File: src/rtl/dma_fifo_pkg.sv
// Shared definitions for the multi-channel DMA FIFO with external memory.
// Optional error reporting is enabled by defining DMA_FIFO_MC_ERR_EN.
package dma_fifo_pkg;

  localparam int DWIDTH_DEF = 64;
  localparam int AWIDTH_DEF = 6;
  localparam int NUM_CH_DEF = 4;

  // Channel id width never drops below one bit, even for a single channel.
  function automatic int ch_width(input int n);
    return (n > 1) ? $clog2(n) : 1;
  endfunction

  localparam int CHW_DEF = ch_width(NUM_CH_DEF);

  typedef logic [CHW_DEF-1:0] ch_id_t;

  // Read-return record: what the read side presents one cycle after a pull.
  typedef struct packed {
    logic                  valid;
    ch_id_t                ch;
    logic [DWIDTH_DEF-1:0] data;
  } rd_ret_t;

endpackage

File: src/rtl/dma_fifo_ch_ctrl.sv
// Per-channel pointer and occupancy bookkeeping. The parent decides whether a
// push or pull is accepted; this block only advances its state on the strobes.
module dma_fifo_ch_ctrl
  import dma_fifo_pkg::*;
#(
  parameter int AWIDTH   = AWIDTH_DEF,
  parameter int AFULL_TH = 4
)(
  input  logic              clk,
  input  logic              rst,
  input  logic              push_en,
  input  logic              pull_en,
  output logic [AWIDTH-1:0] w_ptr,
  output logic [AWIDTH-1:0] r_ptr,
  output logic [AWIDTH:0]   depth_left,
  output logic              full,
  output logic              empty,
  output logic              afull
);

  localparam logic [AWIDTH:0]   DEPTH_V  = {1'b1, {AWIDTH{1'b0}}};
  localparam logic [AWIDTH:0]   AFULL_V  = (AWIDTH+1)'(AFULL_TH);
  localparam logic [AWIDTH-1:0] PTR_ONE  = AWIDTH'(1);
  localparam logic [AWIDTH:0]   CNT_ONE  = (AWIDTH+1)'(1);

  logic [AWIDTH-1:0] w_ptr_r;
  logic [AWIDTH-1:0] r_ptr_r;
  logic [AWIDTH:0]   depth_left_r;

  // Pointers wrap naturally at DEPTH; free count moves only on unbalanced traffic.
  always_ff @(posedge clk or negedge rst) begin
    if (!rst) begin
      w_ptr_r      <= {AWIDTH{1'b0}};
      r_ptr_r      <= {AWIDTH{1'b0}};
      depth_left_r <= DEPTH_V;
    end else begin
      if (push_en) begin
        w_ptr_r <= w_ptr_r + PTR_ONE;
      end else begin
        w_ptr_r <= w_ptr_r;
      end
      if (pull_en) begin
        r_ptr_r <= r_ptr_r + PTR_ONE;
      end else begin
        r_ptr_r <= r_ptr_r;
      end
      case ({push_en, pull_en})
        2'b10:   depth_left_r <= depth_left_r - CNT_ONE;
        2'b01:   depth_left_r <= depth_left_r + CNT_ONE;
        default: depth_left_r <= depth_left_r;
      endcase
    end
  end

  assign w_ptr      = w_ptr_r;
  assign r_ptr      = r_ptr_r;
  assign depth_left = depth_left_r;
  assign full       = (depth_left_r == {(AWIDTH+1){1'b0}});
  assign empty      = (depth_left_r == DEPTH_V);
  assign afull      = (depth_left_r <= AFULL_V);

endmodule

File: src/rtl/dma_fifo_mc_exmem.sv
// Multi-channel FIFO whose storage lives in an external synchronous RAM
// (one-cycle read latency). Each channel owns a DEPTH-entry slice of the RAM
// addressed as {channel, pointer}. Define DMA_FIFO_MC_ERR_EN to add sticky
// per-channel overflow/underflow flags with an err_clr input.
module dma_fifo_mc_exmem
  import dma_fifo_pkg::*;
#(
  parameter int DWIDTH   = DWIDTH_DEF,
  parameter int AWIDTH   = AWIDTH_DEF,
  parameter int NUM_CH   = NUM_CH_DEF,
  parameter int AFULL_TH = 4,
  localparam int CHW     = ch_width(NUM_CH)
)(
  input  logic                         clk,
  input  logic                         rst,
  input  logic                         push,
  input  logic [CHW-1:0]               push_ch,
  input  logic [DWIDTH-1:0]            data_in,
  input  logic                         pull,
  input  logic [CHW-1:0]               pull_ch,
  output logic [DWIDTH-1:0]            data_out,
  output logic                         rd_valid,
  output logic [CHW-1:0]               rd_ch,
  output logic [NUM_CH-1:0]            full,
  output logic [NUM_CH-1:0]            empty,
  output logic [NUM_CH-1:0]            afull,
  output logic [NUM_CH*(AWIDTH+1)-1:0] depth_left,
`ifdef DMA_FIFO_MC_ERR_EN
  input  logic                         err_clr,
  output logic [NUM_CH-1:0]            ovf_err,
  output logic [NUM_CH-1:0]            udf_err,
`endif
  output logic                         mem_write,
  output logic [CHW+AWIDTH-1:0]        mem_waddr,
  output logic [DWIDTH-1:0]            mem_wdata,
  output logic                         mem_read,
  output logic [CHW+AWIDTH-1:0]        mem_raddr,
  input  logic [DWIDTH-1:0]            mem_rdata
);

  logic [AWIDTH-1:0] w_ptr_s [NUM_CH];
  logic [AWIDTH-1:0] r_ptr_s [NUM_CH];
  logic [NUM_CH-1:0] full_s;
  logic [NUM_CH-1:0] empty_s;
  logic [NUM_CH-1:0] push_en_s;
  logic [NUM_CH-1:0] pull_en_s;

  logic              push_hit_s;
  logic              pull_hit_s;
  logic              push_full_s;
  logic              pull_empty_s;
  logic [AWIDTH-1:0] push_wptr_s;
  logic [AWIDTH-1:0] pull_rptr_s;
  logic              push_ok_s;
  logic              pull_ok_s;

  logic              rd_valid_r;
  logic [CHW-1:0]    rd_ch_r;

  for (genvar g = 0; g < NUM_CH; g++) begin : g_ch
    dma_fifo_ch_ctrl #(
      .AWIDTH   (AWIDTH),
      .AFULL_TH (AFULL_TH)
    ) u_ctrl (
      .clk        (clk),
      .rst        (rst),
      .push_en    (push_en_s[g]),
      .pull_en    (pull_en_s[g]),
      .w_ptr      (w_ptr_s[g]),
      .r_ptr      (r_ptr_s[g]),
      .depth_left (depth_left[g*(AWIDTH+1) +: (AWIDTH+1)]),
      .full       (full_s[g]),
      .empty      (empty_s[g]),
      .afull      (afull[g])
    );
  end

  assign full  = full_s;
  assign empty = empty_s;

  // Select the addressed channel's state; ids with no matching channel stay rejected.
  always_comb begin
    push_hit_s   = 1'b0;
    pull_hit_s   = 1'b0;
    push_full_s  = 1'b1;
    pull_empty_s = 1'b1;
    push_wptr_s  = {AWIDTH{1'b0}};
    pull_rptr_s  = {AWIDTH{1'b0}};
    for (int c = 0; c < NUM_CH; c++) begin
      if (push_ch == CHW'(c)) begin
        push_hit_s  = 1'b1;
        push_full_s = full_s[c];
        push_wptr_s = w_ptr_s[c];
      end else begin
        push_hit_s  = push_hit_s;
      end
      if (pull_ch == CHW'(c)) begin
        pull_hit_s   = 1'b1;
        pull_empty_s = empty_s[c];
        pull_rptr_s  = r_ptr_s[c];
      end else begin
        pull_hit_s   = pull_hit_s;
      end
    end
  end

  assign push_ok_s = push & push_hit_s & ~push_full_s;
  assign pull_ok_s = pull & pull_hit_s & ~pull_empty_s;

  // Fan accepted requests out to the owning channel controller.
  always_comb begin
    push_en_s = {NUM_CH{1'b0}};
    pull_en_s = {NUM_CH{1'b0}};
    for (int c = 0; c < NUM_CH; c++) begin
      if (push_ok_s && (push_ch == CHW'(c))) begin
        push_en_s[c] = 1'b1;
      end else begin
        push_en_s[c] = 1'b0;
      end
      if (pull_ok_s && (pull_ch == CHW'(c))) begin
        pull_en_s[c] = 1'b1;
      end else begin
        pull_en_s[c] = 1'b0;
      end
    end
  end

  // Memory strobes are gated by reset so nothing reaches the RAM while held.
  assign mem_write = push_ok_s & rst;
  assign mem_waddr = {push_ch, push_wptr_s};
  assign mem_wdata = data_in;
  assign mem_read  = pull_ok_s & rst;
  assign mem_raddr = {pull_ch, pull_rptr_s};

  // Track the read issued last cycle so its RAM data can be tagged on return.
  always_ff @(posedge clk or negedge rst) begin
    if (!rst) begin
      rd_valid_r <= 1'b0;
      rd_ch_r    <= {CHW{1'b0}};
    end else begin
      rd_valid_r <= pull_ok_s;
      if (pull_ok_s) begin
        rd_ch_r <= pull_ch;
      end else begin
        rd_ch_r <= rd_ch_r;
      end
    end
  end

  assign rd_valid = rd_valid_r;
  assign rd_ch    = rd_ch_r;
  assign data_out = rd_valid_r ? mem_rdata : {DWIDTH{1'b0}};

`ifdef DMA_FIFO_MC_ERR_EN
  logic [NUM_CH-1:0] ovf_set_s;
  logic [NUM_CH-1:0] udf_set_s;
  logic [NUM_CH-1:0] ovf_r;
  logic [NUM_CH-1:0] udf_r;

  // A push into a full channel or a pull from an empty one raises that channel's flag.
  always_comb begin
    ovf_set_s = {NUM_CH{1'b0}};
    udf_set_s = {NUM_CH{1'b0}};
    for (int c = 0; c < NUM_CH; c++) begin
      if (push && (push_ch == CHW'(c)) && full_s[c]) begin
        ovf_set_s[c] = 1'b1;
      end else begin
        ovf_set_s[c] = 1'b0;
      end
      if (pull && (pull_ch == CHW'(c)) && empty_s[c]) begin
        udf_set_s[c] = 1'b1;
      end else begin
        udf_set_s[c] = 1'b0;
      end
    end
  end

  // Sticky error flags; a clear in the same cycle as a new error wins.
  always_ff @(posedge clk or negedge rst) begin
    if (!rst) begin
      ovf_r <= {NUM_CH{1'b0}};
      udf_r <= {NUM_CH{1'b0}};
    end else if (err_clr) begin
      ovf_r <= {NUM_CH{1'b0}};
      udf_r <= {NUM_CH{1'b0}};
    end else begin
      ovf_r <= ovf_r | ovf_set_s;
      udf_r <= udf_r | udf_set_s;
    end
  end

  assign ovf_err = ovf_r;
  assign udf_err = udf_r;
`endif

endmodule

File: config.mk
export PLATFORM = sky130hd
export DESIGN_NAME = dma_fifo_mc_exmem
export DESIGN_NICKNAME = d
export VERILOG_FILES = /design/src/rtl/dma_fifo_pkg.sv /design/src/rtl/dma_fifo_ch_ctrl.sv /design/src/rtl/dma_fifo_mc_exmem.sv
export SDC_FILE = /design/constraint.sdc
export NUM_CORES = 1
export LEC_CHECK = 0
export ABC_AREA = 1
export BUFFER_PORTS_ARGS = -buffer_cell sky130_fd_sc_hd__buf_4
export CAP_MARGIN = 20
export CORE_AREA = 4 4 140 142
export DETAILED_ROUTE_END_ITERATION = 7
export DIE_AREA = 0 0 144 146
export GPL_ROUTABILITY_DRIVEN = 0
export PLACE_DENSITY = 0.6
export SKIP_CTS_REPAIR_TIMING = 1
export SLEW_MARGIN = 20
export SYNTH_ARGS = -nofsm -noshare
export SYNTH_HDL_FRONTEND = slang
export SYNTH_SLANG_ARGS = --single-unit
File: constraint.sdc
create_clock -name clk -period 2.9 [get_ports clk]
set_clock_uncertainty 0.1 [all_clocks]
set_input_delay 0.58 -clock clk [delete_from_list [all_inputs] [get_ports clk]]
set_output_delay 0.58 -clock clk [all_outputs]
set_load 0.005 [all_outputs]
==> results.toml, run 1 <==
[floorplanning]
fp-row-count = 50
start_util_pct = 34.4
die_w_um = 144
die_area_um2 = 21000
core_um2 = 18500
die_h_um = 146
ioPinCount = 325

[timing]
drv_slew = 0
layout_min_cycle_time_ns = 2.74
rsz0062_at_grt = "true"
period_share_pct = 94.5
finalHoldViolations = 0
maxSlewHeadroom_pct = 63.4
worst_pin_slew_ns = 0.548
clock.fmax_ghz = 0.365
setup_violations = 0

[cts]
cts-root-buf = "clkbuf_16"
cts_made_buffers = 9
clockBufferDepth = 2
cts_tree = "built"
clk_latency_ns = 0.35
cts.sinks = 79
htree_levels = 3
path_clk_slew_ns = 0.07

[logic_synthesis]
synth_warnings = 0
ys_seq_area_share_pct = 31.2
syn-instance-count = 899
syn_nets = 1071
synth.distinct_cells = 32
synth-async-reset-ratio_pct = 100
netlist_area_um2 = 6350
synth-edff-count = 0
avgSynthCellArea_um2 = 7.07
ys.flop_type = "dfrtp_1"
ys_seq_elements = 79

[run_status]
status = "completed"

[detailed_routing]
wl_um = 23200
ant_nets = 0
vias_per_cell = 4.69
via_count = 6185
drc = 0
dr.pass1.iters = 5
wl_per_cell_um = 17.6
drt-initial-drc-count = 285

[grt]
grt_max_degree = 42
antenna_found_initial = 1
grt_pass1_vias = 6071
grt_use_total_pct = 21.4
overflow = 0
grt_pass1_wl_um = 34700

[finish]
final_nets = 1250
fillerInstances = 1907
drive_above_1_share_pct = 30.8
syn_to_final_growth_pct = 32.4
fin_cells = 1318
layout_common_cells = "276 x nand2_1, 266 x buf_4, 137 x inv_1"
layout_commonest_cell = "nand2_1"

[setup_path]
worst_path_max_delay_cell = "fa_1"
cp-startpoint = "g_ch[2].u_ctrl.depth_left[2]"
crit_path_end_kind = "register"
cp.required_ns = 3.03
arrival_ns = 2.87
worstReg2RegStart = "g_ch[2].u_ctrl.depth_left[2]"
path_cells = "inv_1, nand4_1, nor2_2, nand2_1, nand4_2, ha_1, inv_2, fa_1, nand2_1, nand2_1, a21oi_1, xor2_1, o21ai_0"
critPathBufInv = 2
critPathMostFrequentCell = "nand2_1"
crit_family = "simple AND/OR/NAND/NOR gates"
slowest_delay_ns = 0.41
start_kind = "register"
critPathKind = "reg -> reg"
crit_fanout = 6

[placement]
dp.cells = 1297
dp.final_hpwl_um = 19700
portBuffers = 196

[pwr]
power_leakage_nw = 4.85
switching_share_pct = 40.8
power_frac_comb_pct = 53.9
power_frac_seq_pct = 28.4
total_power_mw = 6.88
p_clk_share_pct = 17.7
intPower_mw = 4.07
power_density_nw_per_um2 = 818
power_switching_mw = 2.81
ir_drop_uv = 408

[flow_run]
max_cap_viol_count = 0

[worst_hold_path]
hp-class = "in -> async"
## flip-flops by register name, indices dropped and copies added (netlist names)
register                flops
g_ch.u_ctrl.depth_left     28
g_ch.u_ctrl.r_ptr          24
g_ch.u_ctrl.w_ptr          24
rd_ch                       2
rd_valid                    1
## cell usage after synthesis (11+ instances only)
library cell / n / area share (%)
buf_4: 81 / 9.6
nand4_1: 41 / 4.0
a21oi_1: 22 / 1.7
dfrtp_1: 75 / 30
nand3_1: 38 / 3.0
nor3_1: 11 / 0.87
ha_1: 32 / 6.3
clkbuf_1: 12 / 0.71
nor2_1: 36 / 2.1
o21ai_0: 24 / 1.9
xor2_1: 34 / 4.7
nand2_1: 278 / 16
inv_1: 143 / 8.4
xnor2_1: 18 / 2.5
## power by group through the flow
stage | clock [mW] | sequential, mW | combinational [mW]
finish | 1.22 | 1.95 | 3.71
global route | 1.29 | 2.02 | 4.21
CTS | 1.25 | 1.94 | 3.59
detailed placement | 0 | 1.95 | 3.57
global placement | 0 | 1.96 | 3.53
floorplan | 0 | 1.97 | 2.07
## metal layers
metal,wire [µm],track usage (%)
met3,2350,7.79
met1,9100,25.9
met2,11200,35.1
met4,521,6.83
met5,0,0
## through the flow
| stage | util (%) | setup TNS [ns] | cell area, µm² | setup slack [ns] | hold WS [ns] |
|---|---|---|---|---|---|
| 6_report | 45.6 | 0 | 8410 | 0.161 | 0.193 |
| 5_1_grt | 45.6 | -0.197 | 8410 | -0.0439 | 0.255 |
| 4_1_cts | 44.8 | -0.0308 | 8260 | -0.0308 | 0.220 |
| 3_5_place_dp | 43.1 | -0.376 | 7950 | -0.104 | 0.359 |
| 3_3_place_gp | 43.1 | -0.0709 | 7950 | -0.0473 | 0.357 |
| 2_1_floorplan | - | 0 | 6350 | 0.172 | 0.184 |
## kinds of logic (layout without fill, tap and decap cells)
family,after synthesis,count (layout),share of synthesized area [%]
fa+ha+maj,36,36,7.56
other cells,0,1,0
compound gates,69,69,6.36
buf+inv,245,429,19.5
xor+xnor,52,52,7.17
flops,79,79,31.2
simple gates,418,418,28.2
## final timing paths
check                                               endpoint  slack (ns)  cells after the start
worst min register to register       g_ch[3].u_ctrl.w_ptr[5]        0.37                      1
max in group asynchronous       g_ch[0].u_ctrl.depth_left[4]        1.53                      3
worst max register to register  g_ch[2].u_ctrl.depth_left[4]        0.16                     13
worst min-delay path                 g_ch[1].u_ctrl.w_ptr[3]        0.19                      2
worst max-delay path            g_ch[2].u_ctrl.depth_left[4]        0.16                     13
min in group clk                     g_ch[3].u_ctrl.w_ptr[5]        0.37                      1
## area by class of cell
type / count / area (µm²) / share of cell area (%)
Clock inverter: 6 / 85.1 / 1.01
Antenna cell: 1 / 2.50 / 0.0297
Timing Repair Buffer: 267 / 2020 / 24.0
Multi-Input combinational cell: 575 / 3250 / 38.6
Clock buffer: 10 / 229 / 2.72
Inverter: 146 / 551 / 6.54
Sequential cell: 79 / 1990 / 23.6
Tap cell: 234 / 293 / 3.48
Power figures use the tool's default switching activity.
==> run 2: changes to the inputs <==
- ABC_AREA: 1 -> 0
- CORE_AREA: 4 4 140 142 -> 4 4 136 138
- DIE_AREA: 0 0 144 146 -> 0 0 140 142
- PLACE_DENSITY: 0.6 -> 0.61
- clock period: 2.9 -> 2.91 ns (I/O delays scaled with it)
==> run 2 against run 1 <==
  * Hold slack worse by 0.063 ns
  * Sequential cell count stayed put
  * Cell count is 25% lower
  * Global-route usage is 1.9 points lower
==> results.toml, run 2 <==
[setup_path]
crit_fanout = 6
critPathKind = "reg -> reg"
path_cells = "or4_4, o2111a_2, inv_2, ha_4, inv_4, ha_1, a21o_1, a31o_2, a2111oi_4, nand3b_1"
slowest_delay_ns = 0.54
reg2regPathDepth = 10
start_kind = "register"
cp.required_ns = 3.08
arrival_ns = 3.02
worst_path_max_delay_cell = "or4_4"
crit_path_end_kind = "register"

[finish]
syn_to_final_growth_pct = 33.1
largest_reg_flops = 28
fillerInstances = 1629
final_nets = 937
layout_commonest_cell = "buf_4"
drive_above_1_share_pct = 44.5
num_antenna_cells = 0
layout_common_cells = "255 x buf_4, 74 x dfrtp_1, 65 x and2_1"

[pwr]
ir_drop_uv = 418
power_density_nw_per_um2 = 870
total_power_mw = 6.94
power_leakage_nw = 3.70

[grt]
grt_pass1_vias = 5163
antenna_found_initial = 0
overflow = 0
grt_pass1_wl_um = 29900
grt_max_degree = 66
grt_use_total_pct = 19.5

[placement]
pre_cts_slack_ns = -0.0480
dp.final_hpwl_um = 16900
portBuffers = 196

[cts]
cts-root-buf = "clkbuf_16"
clk_latency_ns = 0.35
cts.sinks = 79
htree_levels = 3
cts_tree = "built"
clockBufferDepth = 2
cts_made_buffers = 9
path_clk_slew_ns = 0.07

[detailed_routing]
drt-initial-drc-count = 198
via_count = 5043
drc = 0
wl_um = 20100
ant_nets = 0
vias_per_cell = 5.07
wl_per_cell_um = 20.2
dr.pass1.iters = 4

[logic_synthesis]
ys_seq_area_share_pct = 33.1
avgSynthCellArea_um2 = 10.0
ys_seq_elements = 79
synth-async-reset-ratio_pct = 100
synth_top_area_share_pct = 31.3
synth-edff-count = 0
ys.flop_type = "dfrtp_1"
syn-instance-count = 596
netlist_area_um2 = 5990
synth_warnings = 0
synthTopCellsByArea = "dfrtp_1 31%, buf_4 10%, and2_1 6.8%, ha_1 6.7%, xnor2_1 6.1%"
yosysMostFrequentCell = "buf_4"
ys_top_cells_by_count = "81 x buf_4, 75 x dfrtp_1, 65 x and2_1, 42 x xnor2_1, 33 x nand2_1"
synth.distinct_cells = 57
yosysTopAreaCell = "dfrtp_1"
syn_nets = 768

[flow_run]
max_cap_viol_count = 0

[floorplanning]
die_w_um = 140
ioPinCount = 325
core_um2 = 17200
fp-row-count = 48
die_h_um = 142
die_area_um2 = 19900
start_util_pct = 34.9

[worst_hold_path]
hp-class = "in -> async"

[timing]
clock.fmax_ghz = 0.351
finalHoldViolations = 0
rsz0062_at_grt = "true"
drv_slew = 0
period_share_pct = 97.8
setup_violations = 0
layout_min_cycle_time_ns = 2.84
maxSlewHeadroom_pct = 57.8
fin_ws_ns = 0.0650
worst_pin_slew_ns = 0.633

[run_status]
status = "completed"
==> run 2: cell types whose count changed after synthesis, moves of 19 or more <==
cell     before  now
nor2_1       36   14
and2_1        4   65
nand2_1     278   33
xnor2_1      18   42
nand3_1      38   12
inv_1       143   16
nand4_1      41   17
xor2_1       34   15
==> run 2: layer usage <==
metal,share of wire (%),track usage (%),up-vias
met4,2.5,6.53,2
met1,36,20.6,2422
met2,51,33.8,225
met5,0.24,1.67,-
li1,-,-,2369
met3,11,9.91,25
==> run 2: layout make-up <==
cell class	instances	area [µm²]	share of cell area, %
Tap cell	225	282	3.53
Inverter	16	65.1	0.816
Clock buffer	10	239	3.00
Timing Repair Buffer	255	1910	24.0
Clock inverter	6	51.3	0.643
Sequential cell	79	1980	24.9
Multi-Input combinational cell	404	3440	43.1
==> run 2: power by group <==
group / leakage (nW) / total (mW) / switching (mW) / internal (mW)
registers: 0.980 / 2.09 / 0.511 / 1.57
logic: 2.58 / 3.73 / 1.69 / 2.04
clock network: 0.139 / 1.12 / 0.503 / 0.615
==> run 2: worst paths after layout <==
check	slack [ns]	from	end
min in group clk	0.37	g_ch[0].u_ctrl.w_ptr[5]	g_ch[0].u_ctrl.w_ptr[5]
max in group asynchronous	1.45	rst	g_ch[3].u_ctrl.r_ptr[4]
setup / recovery	0.07	g_ch[1].u_ctrl.depth_left[3]	g_ch[1].u_ctrl.depth_left[5]
hold reg to reg	0.37	g_ch[0].u_ctrl.w_ptr[5]	g_ch[0].u_ctrl.w_ptr[5]
hold / removal	0.13	rst	g_ch[0].u_ctrl.depth_left[6]
setup reg to reg	0.07	g_ch[1].u_ctrl.depth_left[3]	g_ch[1].u_ctrl.depth_left[5]
==> run 2: cells by family after synthesis <==
kind of cell | count (synthesis) | share of synthesized area [%]
adders and majority gates | 36 | 8.02
muxes | 27 | 7.58
xor gates and xnor gates | 57 | 8.34
DFF | 79 | 33.1
AOI/OAI and AO/OA | 83 | 10.8
and+or+nand+nor | 201 | 20.0
buffers and inverters | 113 | 12.2
==> run 2: metrics by stage <==
| stage | std cells | instance area (µm²) | hold WS (ns) | utilization, % | TNS (ns) |
|---|---|---|---|---|---|
| after global placement | 978 | 7640 | 0.360 | 44.5 | 0 |
| after global routing | 995 | 7970 | 0.113 | 46.4 | -0.0352 |
| final | 995 | 7970 | 0.130 | 46.4 | 0 |
| after CTS | 994 | 7940 | 0.114 | 46.2 | -0.0445 |
| after detailed placement | 978 | 7640 | 0.362 | 44.5 | -0.0824 |
| after floorplan | 596 | 6130 | 0.186 | - | 0 |
==> run 2: critical path: cells and delay by family, from the launching register on <==
family | cells | cell delay [ns]
fa+ha+maj | 2 | 0.39
flops | 1 | 0.40
buf+inv | 2 | 0.13
simple gates | 2 | 0.68
compound gates | 4 | 1.06
